$ cat src/rtl/swi_step_ctrl.sv
// Purpose: conditions the raw slide switches (sync, debounce, rise detect) and generates cpu_en.
// Latency: a stable SWI change reaches swi_clean after DB_CYCLES+2 edges; cpu_en follows swi_rise by 1 cycle.
// Backpressure: none; inputs are free-running levels and outputs are level/pulse signals.
`timescale 1ns/1ps
module swi_step_ctrl #(
  parameter int NBITS     = 8,
  parameter int DB_CYCLES = 16,
  parameter int RUN_DIV   = 4,
  parameter int STEP_BIT  = 7,
  parameter int MODE_BIT  = 6
) (
  input  logic             clk_2,
  input  logic             reset_n,
  input  logic [NBITS-1:0] SWI,
  output logic [NBITS-1:0] swi_clean,
  output logic [NBITS-1:0] swi_rise,
  output logic             cpu_en,
  output logic             run_mode
);

  localparam int CW = $clog2(DB_CYCLES + 1);
  localparam int DW = (RUN_DIV > 1) ? $clog2(RUN_DIV) : 1;
  localparam logic [CW-1:0] CNT_LAST = CW'(DB_CYCLES - 1);
  localparam logic [DW-1:0] DIV_LAST = DW'(RUN_DIV - 1);

  typedef enum logic {
    ST_STEP = 1'b0,
    ST_RUN  = 1'b1
  } state_t;

  logic [NBITS-1:0] s1;
  logic [NBITS-1:0] s2;
  logic [CW-1:0]    cnt [NBITS];
  logic [NBITS-1:0] accept;
  logic [NBITS-1:0] clean_nxt;
  state_t           state;
  state_t           state_nxt;
  logic [DW-1:0]    div;
  logic             step_en;

  // Two-flop synchroniser; everything downstream sees only s2.
  always_ff @(posedge clk_2 or negedge reset_n) begin
    if (!reset_n) begin
      s1 <= '0;
      s2 <= '0;
    end else begin
      s1 <= SWI;
      s2 <= s1;
    end
  end

  // A bit is accepted when it has differed from the clean value for DB_CYCLES cycles in a row.
  always_comb begin
    accept = '0;
    for (int i = 0; i < NBITS; i++) begin
      accept[i] = (s2[i] != swi_clean[i]) && (cnt[i] == CNT_LAST);
    end
    clean_nxt = swi_clean ^ accept;
  end

  // Per-bit stability counters; any agreement with the clean value restarts the count.
  always_ff @(posedge clk_2 or negedge reset_n) begin
    if (!reset_n) begin
      for (int i = 0; i < NBITS; i++) cnt[i] <= '0;
    end else begin
      for (int i = 0; i < NBITS; i++) begin
        if ((s2[i] == swi_clean[i]) || accept[i]) cnt[i] <= '0;
        else                                      cnt[i] <= cnt[i] + 1'b1;
      end
    end
  end

  // Clean levels and their 0->1 pulses are registered together so they line up.
  always_ff @(posedge clk_2 or negedge reset_n) begin
    if (!reset_n) begin
      swi_clean <= '0;
      swi_rise  <= '0;
    end else begin
      swi_clean <= clean_nxt;
      swi_rise  <= clean_nxt & ~swi_clean;
    end
  end

  // Mode state register.
  always_ff @(posedge clk_2 or negedge reset_n) begin
    if (!reset_n) state <= ST_STEP;
    else          state <= state_nxt;
  end

  // Next mode follows the clean mode switch; cpu_en comes from the divider in RUN, the step pulse otherwise.
  always_comb begin
    state_nxt = state;
    run_mode  = 1'b0;
    cpu_en    = step_en;
    case (state)
      ST_STEP: begin
        if (swi_clean[MODE_BIT]) state_nxt = ST_RUN;
      end
      ST_RUN: begin
        run_mode = 1'b1;
        cpu_en   = (div == DIV_LAST);
        if (!swi_clean[MODE_BIT]) state_nxt = ST_STEP;
      end
      default: state_nxt = ST_STEP;
    endcase
  end

  // Divider runs only while staying in RUN; step pulses survive only while staying in STEP,
  // so a step rise coinciding with a mode change is dropped and RUN exits with cpu_en low.
  always_ff @(posedge clk_2 or negedge reset_n) begin
    if (!reset_n) begin
      div     <= '0;
      step_en <= 1'b0;
    end else begin
      if ((state == ST_RUN) && (state_nxt == ST_RUN)) div <= (div == DIV_LAST) ? '0 : div + 1'b1;
      else                                            div <= '0;
      step_en <= (state == ST_STEP) && (state_nxt == ST_STEP) && swi_rise[STEP_BIT];
    end
  end

endmodule

$ cat config.mk
export PLATFORM = sky130hd
export DESIGN_NAME = swi_step_ctrl
export DESIGN_NICKNAME = d
export VERILOG_FILES = /design/src/rtl/swi_step_ctrl.sv
export SDC_FILE = /design/constraint.sdc
export NUM_CORES = 1
export LEC_CHECK = 0
export CORE_MARGIN = 2
export CORE_UTILIZATION = 45
export CTS_BUF_LIST = sky130_fd_sc_hd__clkbuf_2 sky130_fd_sc_hd__clkbuf_4 sky130_fd_sc_hd__clkbuf_8
export CTS_CLUSTER_DIAMETER = 120
export DETAILED_ROUTE_END_ITERATION = 10
export PLACE_DENSITY = 0.73
export SYNTH_ARGS = -nofsm -noshare
export SYNTH_HDL_FRONTEND = slang
export SYNTH_SLANG_ARGS = --single-unit
export TNS_END_PERCENT = 100
$ cat constraint.sdc
create_clock -name clk_2 -period 1.5 [get_ports clk_2]
set_input_delay 0.3 -clock clk_2 [delete_from_list [all_inputs] [get_ports clk_2]]
set_output_delay 0.3 -clock clk_2 [all_outputs]
set_load 0.01 [all_outputs]
---- Word-level counts from Yosys, hierarchy flattened ----
Cells that the tools add are included.
word-level totals
  bits in registers ....................... 76
  input port bits ......................... 10
  logic and storage cells ................. 86
  output and inout port bits .............. 18
cells by class
  multiplexer cells ....................... 13
  $add $sub $neg .......................... 9
  reduce and logical (&&, ||, !) cells .... 19
  bitwise logic cells ..................... 5
  equal/unequal tests ..................... 25
operator list
  cell                 count
  $add 5x1->5 const B  8
  $eq 5x4->1 const B   8
  $mux 5               8
  $logic_and 1x1->1    11
  $and 8x8->8          1
  $eq 1x1->1           8
  $logic_or 1x1->1     8
  $ne 1x1->1           8
  $not 8->8            1
  $xor 8x8->8          1
  $mux 2               2
  $mux 1               3
  $add 2x1->2 const B  1
  $eq 2x2->1 const B   1
  $not 1->1            2

---- Logic depth before layout (Yosys ltp) ----
Gate-level depths: netlist of the first run.
  depth in word-level cells ............... 4
  depth in mapped cells ................... 5

---- Worst setup path after synthesis of the first run ----
No wires, ideal clock.
  path kind ............................... register to register
  start ................................... register cnt[10] (netlist bit)
  end ..................................... register swi_clean[5]
  clock period less this slack ............ 1.373 ns
  data arrival time ....................... 1.245 ns
  setup slack ............................. 0.127 ns
  buffers on the path ..................... 0
  cell stages (with the launch flop) ...... 5
  required time ........................... 1.373 ns
  path through ............................ dfrtp_1 ha_1 and3_1 ha_1 mux2_1
on the way
  longest elaborated chain between the ends .. 3
RTL lines
  what                             line  RTL
  start, declared                  33    logic [CW-1:0] cnt [NBITS];
  start signal, assigned by index  68    else cnt[i] <= cnt[i] + 1'b1;
  $eq 5x4->1                       56    accept[i] = (s2[i] != swi_clean[i]) && (cnt[i] == CNT_LAST);
  $logic_and 1x1->1                56
  $xor 8x8->8                      58    clean_nxt = swi_clean ^ accept;
  named net clean_nxt[5]           35    logic [NBITS-1:0] clean_nxt;
  end signal, assigned             79    swi_clean <= clean_nxt;
  end, declared                    15    output logic [NBITS-1:0] swi_clean,
The timed path passes the listed nets, and every way through them passes these cells.

---- Worst setup path in the final report of the first run ----
  start ................................... register div[0]
  end ..................................... output port cpu_en
on the way
  longest elaborated chain between the ends .. 2
RTL lines
  what                    line  RTL
  start, declared         38    logic [DW-1:0] div;
  start signal, assigned  115   if ((state == ST_RUN) && (state_nxt == ST_RUN)) div <= (div == DIV_LAST) ? '0 : div + 1'b1;
  $eq 2x2->1              101   cpu_en = (div == DIV_LAST);
  $mux 1                  95    case (state)
  end, declared           17    output logic cpu_en,
No other way between the ends.

==> impl_metrics.ini, run 1 <==
[run_status]
run_status = finished, violations left
violations = setup timing

[yosys]
synth-seq-cells = 76
yosysSeqAreaShare_pct = 66.38
synth_edf_count = 0
async_flop_share_pct = 100.0
syn_area_per_cell_um2 = 12.73
synth_flop_cell = dfrtp_1
syn_area_um2 = 2865
postSynthCellCount = 225
ys_types = 16
yosysWarnings = 0
synth_fp_nets = 252

[min_path]
hold_end = s2[0]
hold_class = flip-flop to flip-flop
min_from = s1[0]
whs_path_depth = 0

[grt]
antenna_found_initial = 0
grt_pass1_vias = 1749
track_usage_pct = 13.66
grt_pass1_wl_mm = 7.424
grt_overflow = 0
grt_max_degree = 44

[power]
ir_worst_vdd_v = 0.0006124
p_leak_nw = 1.859
p_per_area_nw_per_um2 = 1106
finalPower_mw = 3.944

[route]
vias = 1641
drc = 0
drt-pass1-iter-count = 2
avgRoutedWirePerCell_um = 11.20
drt_iter0_drc = 29
vias_per_cell = 4.649
antenna_left = 0
wl_mm = 3.954

[die]
start_util_pct = 45.91
core-area_um2 = 6241
dieArea_um2 = 7022
pin_count = 28
fp.dieH_um = 83.80
die_w_um = 83.80
rows = 29

[layout]
layoutNonFillerInstCount = 353
final_common_cell = dfrtp_1
syn_to_final_growth_pct = 24.50
layout_common_cells = 76 x dfrtp_1, 42 x nor2_1, 19 x inv_1
layout.nets = 298
final_core_util_pct = 57.16
n_antenna_cell = 0
layout-drive-gt1-share_pct = 14.49

[place]
io_buffer_count = 27
dp.cells = 332
globalplace.congestion = 0.7298
dp_hpwl_mm = 2.689

[sta]
clock.fmax_mhz = 630.4
final.period_utilization_pct = 105.8
final-setup-viol-count = 1
drv_slew = 0
timing.final.ws_setup_ns = -0.08635
skew_ns = 0.008557
fin_setup_tns_ns = -0.08635
finalHoldViolCount = 0
grt_setup_unrepaired = yes
relSlewSlack_pct = 82.64
worstMarginPinSlew_ns = 0.2595
min_period_ns = 1.586

[setup_path]
worstPathRequired_ns = 1.20
r2r_cells = 4
rrSetupSlack_ns = 0.05
cp.arrival_ns = 1.29
r2r-start = cnt[10]
critPathMaxFanout = 2
regToRegEndpoint = swi_clean[5]
end_kind = output pin
critPathLaunch = div[0]
crit_type = flip-flop to output pin
critPathLaunchType = flip-flop

[clock_network]
root_buffer = clkbuf_8
cts_tree = done
clk_latency_ns = 0.34
clkTransAtPathRegs_ns = 0.08
cts_max_path_buffers = 2
htreeDepth = 3
cts_num_sinks = 76
cts_made_buffers = 9

[job]
maxCapViolCount = 0
cell type report:
type                            count  area [um^2]
Clock buffer                       12        158.9
Clock inverter                      4        47.55
Fill cell                         531         2674
Inverter                           19        71.32
Multi-Input combinational cell    129        960.9
Sequential cell                    76         1902
Tap cell                           77        96.34
Timing Repair Buffer               36        330.3
stage by stage:
step                      hold WS [ns]  cell area, um^2  worst slack [ns]
after floorplan               0.004409             2865            0.1272
after global placement          0.1907             3264           -0.1153
after detailed placement        0.1927             3264           -0.1295
after CTS                       0.3511             3482          -0.09598
after global routing            0.3591             3567           -0.1436
final                           0.3496             3567          -0.08635
worst max-delay path: stages, from the launching register on:
cell     delay, ns
dfrtp_1       0.39
ha_2          0.18
mux2_4        0.26
buf_6         0.12
metal layers:
metal  GRT usage [%]  vias to the layer above  part of all wire [%]
li1                -                      806                     -
met1           16.27                      801                    46
met2           21.67                       26                    47
met3           5.440                        8                   4.4
met4           6.598                        0                   2.3
met5               0                        -                     0
cells by family after synthesis:
kind of cell / Yosys count / synth area share (%)
xor+xnor: 24 / 7.336
fa+ha+maj: 17 / 7.423
flops: 76 / 66.38
mux: 6 / 2.358
simple gates: 79 / 13.23
compound gates: 3 / 0.5239
buf+inv: 20 / 2.751
sequential cells by signal, summed over array words and instances (netlist names):
register / flops
state: 1
s2: 8
swi_rise: 8
step_en: 1
swi_clean: 8
s1: 8
div: 2
cnt: 40
how the worst max path moves through the flow:
stage / to / slack, ns / depth (start not counted)
4_1_cts: cpu_en / -0.1 / 3
3_5_place_dp: cpu_en / -0.13 / 3
6_report: cpu_en / -0.09 / 3
3_3_place_gp: cpu_en / -0.12 / 3
5_1_grt: cpu_en / -0.14 / 3
2_1_floorplan: swi_clean[5] / 0.13 / 4
synth_stat cells, types with 3 or more instances:
cell type / n / area share (%)
nand2b_1: 8 / 1.7
nand3_1: 8 / 1.4
nand2_1: 4 / 0.52
mux2_1: 6 / 2.4
ha_1: 17 / 7.4
xor2_1: 16 / 4.9
nor2_1: 43 / 5.6
o21ai_1: 3 / 0.52
and3b_1: 5 / 1.5
and3_1: 9 / 2.0
dfrtp_1: 76 / 66
xnor2_1: 8 / 2.4
inv_1: 19 / 2.5
power by group:
| part | leakage (nW) | internal, mW | switching, mW |
|---|---|---|---|
| registers | 1.00 | 2.12 | 0.0498 |
| clock network | 0.106 | 0.872 | 0.693 |
| logic | 0.749 | 0.0951 | 0.111 |
timing repair:
action | 4_1_cts | 5_1_grt
gates resized for setup | 24 | 20
hold endpoints to repair | 17 | 0
setup endpoints to repair | 18 | 38
buffers inserted | 2 | 2
pin swaps | 1 | 0
hold buffers | 1 | 0
Power figures use the tool's default switching activity.
==> run 2: changes to the inputs <==
--- a/config.mk
+++ b/config.mk
@@ -5,11 +5,13 @@
 export SDC_FILE = /design/constraint.sdc
 export NUM_CORES = 1
 export LEC_CHECK = 0
+export CAP_MARGIN = 20
 export CORE_MARGIN = 2
 export CORE_UTILIZATION = 45
 export CTS_BUF_LIST = sky130_fd_sc_hd__clkbuf_2 sky130_fd_sc_hd__clkbuf_4 sky130_fd_sc_hd__clkbuf_8
 export CTS_CLUSTER_DIAMETER = 120
 export DETAILED_ROUTE_END_ITERATION = 10
+export MAX_ROUTING_LAYER = met4
 export PLACE_DENSITY = 0.73
 export SYNTH_ARGS = -nofsm -noshare
 export SYNTH_HDL_FRONTEND = slang
==> run 2 against run 1 <==
Net effect:
- the run still ends with setup timing left
- sequential power about the same
- clock-buffer cell count unchanged
- combinational power about the same
- setup slack better by 0.0024 ns
- via count is essentially flat
- design area stayed put
- wire length grew 0.53%
- cell count unchanged
- critical path depth is the same
- critical path type unchanged
==> impl_metrics.ini, run 2 (synthesized netlist as in run 1, its figures left out) <==
[setup_path]
worstPathRequired_ns = 1.20
endpoint = cpu_en
slowest_delay_ns = 0.39
regToRegEndpoint = swi_clean[5]
critPathMaxFanout = 2
r2r-start = cnt[10]
slowest_stage = dfrtp_1
critPathLaunchType = flip-flop
critPathLaunch = div[0]
crit_path_cell_trace = ha_2 > mux2_4 > buf_6
rrSetupSlack_ns = 0.05
r2r_cells = 4
end_kind = output pin
crit_type = flip-flop to output pin
cp.arrival_ns = 1.28

[sta]
final.period_utilization_pct = 105.6
timing.final.ws_setup_ns = -0.08391
min_period_ns = 1.584
final-setup-viol-count = 1
clock.fmax_mhz = 631.3
finalHoldViolCount = 0
drv_slew = 0
relSlewSlack_pct = 82.64
skew_ns = 0.008349
holdWs_ns = 0.3496
worstMarginPinSlew_ns = 0.2595
grt_setup_unrepaired = yes
fin_setup_tns_ns = -0.08391

[route]
antenna_left = 0
wl_mm = 3.975
drt-pass1-iter-count = 4
drc = 0
drt_iter0_drc = 43
vias_per_cell = 4.652
vias = 1642
avgRoutedWirePerCell_um = 11.26

[clock_network]
clkTransAtPathRegs_ns = 0.07
cts_num_sinks = 76
cts_max_path_buffers = 2
cts_made_buffers = 9
clk_latency_ns = 0.34
cts_tree = done
htreeDepth = 3
root_buffer = clkbuf_8

[grt]
top_usage_layer = met2
track_usage_pct = 13.99
antenna_found_initial = 0
grt_use_met1_pct = 16.27
grt_pass1_wl_mm = 7.417
grt_max_degree = 44
use_met2_pct = 21.67
grt_pass1_vias = 1752
grt_overflow = 0
use_met3_pct = 4.847

[layout]
layout.nets = 298
syn_to_final_growth_pct = 24.50
final_core_util_pct = 57.16
top_register = cnt
final_area_um2 = 3567
final_common_cell = dfrtp_1
layout_common_cells = 76 x dfrtp_1, 42 x nor2_1, 19 x inv_1
layoutNonFillerInstCount = 353
n_antenna_cell = 0
largest_register_ffs = 40
layout-drive-gt1-share_pct = 14.49

[place]
dpl_worst_slack_ns = -0.1295
place_area_um2 = 3264
dp_hpwl_mm = 2.689
globalplace.congestion = 0.7386
dp.cells = 332
io_buffer_count = 27

[die]
die_w_um = 83.80
fp.dieH_um = 83.80
dieArea_um2 = 7022
core-area_um2 = 6241
pin_count = 28
start_util_pct = 45.91
rows = 29

[power]
ir_worst_vdd_v = 0.0006121
finalPower_mw = 3.941
p_leak_nw = 1.859
p_per_area_nw_per_um2 = 1105

[run_status]
violations = setup timing
run_status = finished, violations left

[job]
maxCapViolCount = 0

[min_path]
hold_class = flip-flop to flip-flop
## run 2: cell counts in the layout (fill, tap and decap cells not counted)
Identical to the previous run, type by type.
## run 2: layout make-up
cell class,instances,area [um^2]
Sequential cell,76,1902
Clock inverter,4,47.55
Timing Repair Buffer,36,330.3
Clock buffer,12,158.9
Multi-Input combinational cell,129,960.9
Fill cell,531,2674
Inverter,19,71.32
Tap cell,77,96.34
## run 2: report_power, final
group          internal (mW)  switching, mW  leakage [nW]  total, mW
registers               2.12         0.0502          1.00       2.17
clock network          0.872          0.689         0.106       1.56
logic                 0.0952          0.111         0.749      0.206
## run 2: worst min path at each step
stage / startpoint / depth (start not counted) / endpoint
after floorplan: reset_n / 0 / cnt[0]
after global routing: s1[1] / 0 / s2[1]
after global placement: reset_n / 1 / swi_clean[0]
after CTS: s1[0] / 0 / s2[0]
after detailed placement: reset_n / 1 / cnt[39]
final: s1[0] / 0 / s2[0]
## run 2: critical path: cells and delay by family (launching register included)
family | cells | cell delay (ns)
adders and majority gates | 1 | 0.18
DFF | 1 | 0.39
muxes | 1 | 0.26
buffers and inverters | 1 | 0.12
## run 2: what timing repair did
action                     CTS  global route
pin swaps                    1             0
setup endpoints to repair   18            38
setup buffers                2             2
hold buffers                 1             0
hold endpoints to repair    17             0
gates cloned                 0             0
resized for setup           24            20
## run 2: routing by layer
metal	share of wire, %	up-vias
met5	0	-
met4	2.2	0
met3	4.3	8
met2	47	28
met1	46	799
li1	-	807
==> run 3: changes to the inputs <==
--- a/config.mk
+++ b/config.mk
@@ -13,6 +13,7 @@
 export DETAILED_ROUTE_END_ITERATION = 10
 export MAX_ROUTING_LAYER = met4
 export PLACE_DENSITY = 0.73
+export SETUP_SLACK_MARGIN = 0.2
 export SYNTH_ARGS = -nofsm -noshare
 export SYNTH_HDL_FRONTEND = slang
 export SYNTH_SLANG_ARGS = --single-unit
==> run 3 against run 2 <==
Net effect:
- the flow still finishes with violations (setup timing)
- critical path depth stayed put
- sequential share of layout area is 6.5 points lower
- register-to-register slack better by 0.12 ns
- sequential cell count stayed put
- total power is 11% higher
- core utilization is 8.0 points higher
- cell count is 9.1% higher
- clock power is 21% higher
- die area stayed put
- clock-buffer cell count stayed put
- wire length is 18% higher
==> impl_metrics.ini, run 3 (synthesized netlist as in run 1, its figures left out) <==
[clock_network]
cts_tree = done
cts_made_buffers = 9
root_buffer = clkbuf_8
htreeDepth = 3
cts_num_sinks = 76
cts_max_path_buffers = 2
clk_latency_ns = 0.34
clkTransAtPathRegs_ns = 0.07

[run_status]
violations = setup timing
run_status = finished, violations left

[sta]
finalHoldViolCount = 0
final-setup-viol-count = 1
worstMarginPinSlew_ns = 0.3938
skew_ns = 0.003870
min_period_ns = 1.584
grt_setup_unrepaired = yes
holdWs_ns = 0.3503
relSlewSlack_pct = 73.74
timing.final.ws_setup_ns = -0.08365
clock.fmax_mhz = 631.5
drv_slew = 0
final.period_utilization_pct = 105.6

[route]
avgRoutedWirePerCell_um = 12.21
met1Wirelength_mm = 1.991
met3_wirelength_um = 207
wl_mm = 4.700
drt-pass1-iter-count = 4
vias = 1770
dr_wl_met2_mm = 2.446
drt_iter0_drc = 64
drc = 0
antenna_left = 0
vias_per_cell = 4.597
highest_layer = met4

[power]
ir_worst_vdd_v = 0.0009879
p_per_area_nw_per_um2 = 1074
p_leak_nw = 1.959

[job]
maxCapViolCount = 0

[grt]
grt_pass1_vias = 1811
grt_overflow = 0
grt_pass1_wl_mm = 7.983
track_usage_pct = 15.15
antenna_found_initial = 0
grt_max_degree = 77

[min_path]
hold_class = flip-flop to flip-flop
hold_end = s2[1]
min_from = s1[1]
whs_path_depth = 0

[die]
start_util_pct = 45.91
fp.dieH_um = 83.80
dieArea_um2 = 7022
pin_count = 28
core-area_um2 = 6241
die_w_um = 83.80
rows = 29

[setup_path]
end_kind = output pin
critPathLaunchType = flip-flop
rrSetupSlack_ns = 0.17
worstPathRequired_ns = 1.20
r2r-start = cnt[36]
crit_type = flip-flop to output pin
r2r_cells = 4
cp.arrival_ns = 1.28
critPathMaxFanout = 2
regToRegEndpoint = swi_clean[0]

[layout]
top_register = cnt
n_antenna_cell = 0
largest_register_ffs = 40
layout.nets = 330
fillers = 472
final_common_cell = dfrtp_1
final_area_um2 = 4064
layout_common_cells = 76 x dfrtp_1, 39 x buf_4, 24 x nor2_1
syn_to_final_growth_pct = 41.83
layout-drive-gt1-share_pct = 40.91

[place]
dp_hpwl_mm = 2.765
place_area_um2 = 3379
globalplace.congestion = 0.7453
io_buffer_count = 27
==> run 3: layer usage <==
metal / track usage (%) / vias to the layer above
met2: 23.78 / 32
li1: - / 871
met4: 5.279 / 0
met1: 17.65 / 861
met3: 6.330 / 6
met5: - / -
==> run 3: layout make-up <==
cell class,instances,area [um^2],share of cell area (%)
tap,77,96.34,2.371
clock buffer,12,158.9,3.910
multi-input combinational,129,1182,29.09
sequential,76,1902,46.80
timing repair buffer,68,558.0,13.73
inverter,19,71.32,1.755
clock inverter,4,95.09,2.340
==> run 3: timing repair <==
action | in CTS | in global routing
setup endpoints to repair | 63 | 48
setup buffers | 24 | 13
hold buffers | 1 | 0
pin swaps | 11 | 20
gates resized for setup | 66 | 36
gates cloned | 0 | 0
hold endpoints to repair | 76 | 0
==> run 3: where the power goes <==
group	internal, mW	total, mW	switching [mW]
logic	0.157	0.300	0.143
clock network	1.21	1.89	0.680
registers	2.12	2.17	0.0495
total	3.49	4.36	0.873
==> run 3: critical path, stage by stage (launching register included) <==
cell and delay [ns]:
dfrtp_1 0.39, ha_2 0.18, mux2_4 0.26, buf_6 0.12
==> run 3: worst max-delay path by stage <==
| stage | startpoint | end | slack (ns) | depth (start not counted) |
|---|---|---|---|---|
| 2_1_floorplan | cnt[10] | swi_clean[5] | 0.20 | 4 |
| 4_1_cts | div[0] | cpu_en | -0.09 | 3 |
| 3_3_place_gp | div[0] | cpu_en | -0.12 | 3 |
| 6_report | div[0] | cpu_en | -0.08 | 3 |
| 3_5_place_dp | div[0] | cpu_en | -0.14 | 3 |
| 5_1_grt | div[0] | cpu_en | -0.12 | 3 |
==> run 3: through the flow <==
stage / cells / power, mW / utilization, % / setup TNS (ns) / worst slack [ns]
after floorplan: 225 / 2.309 / - / 0 / 0.2013
after global placement: 331 / 2.398 / 54.15 / -0.1218 / -0.1218
after detailed placement: 331 / 2.410 / 54.15 / -0.1395 / -0.1395
after CTS: 372 / 4.370 / 62.47 / -0.08966 / -0.08966
after global routing: 385 / 4.567 / 65.12 / -0.1246 / -0.1246
final: 385 / 4.365 / 65.12 / -0.08365 / -0.08365
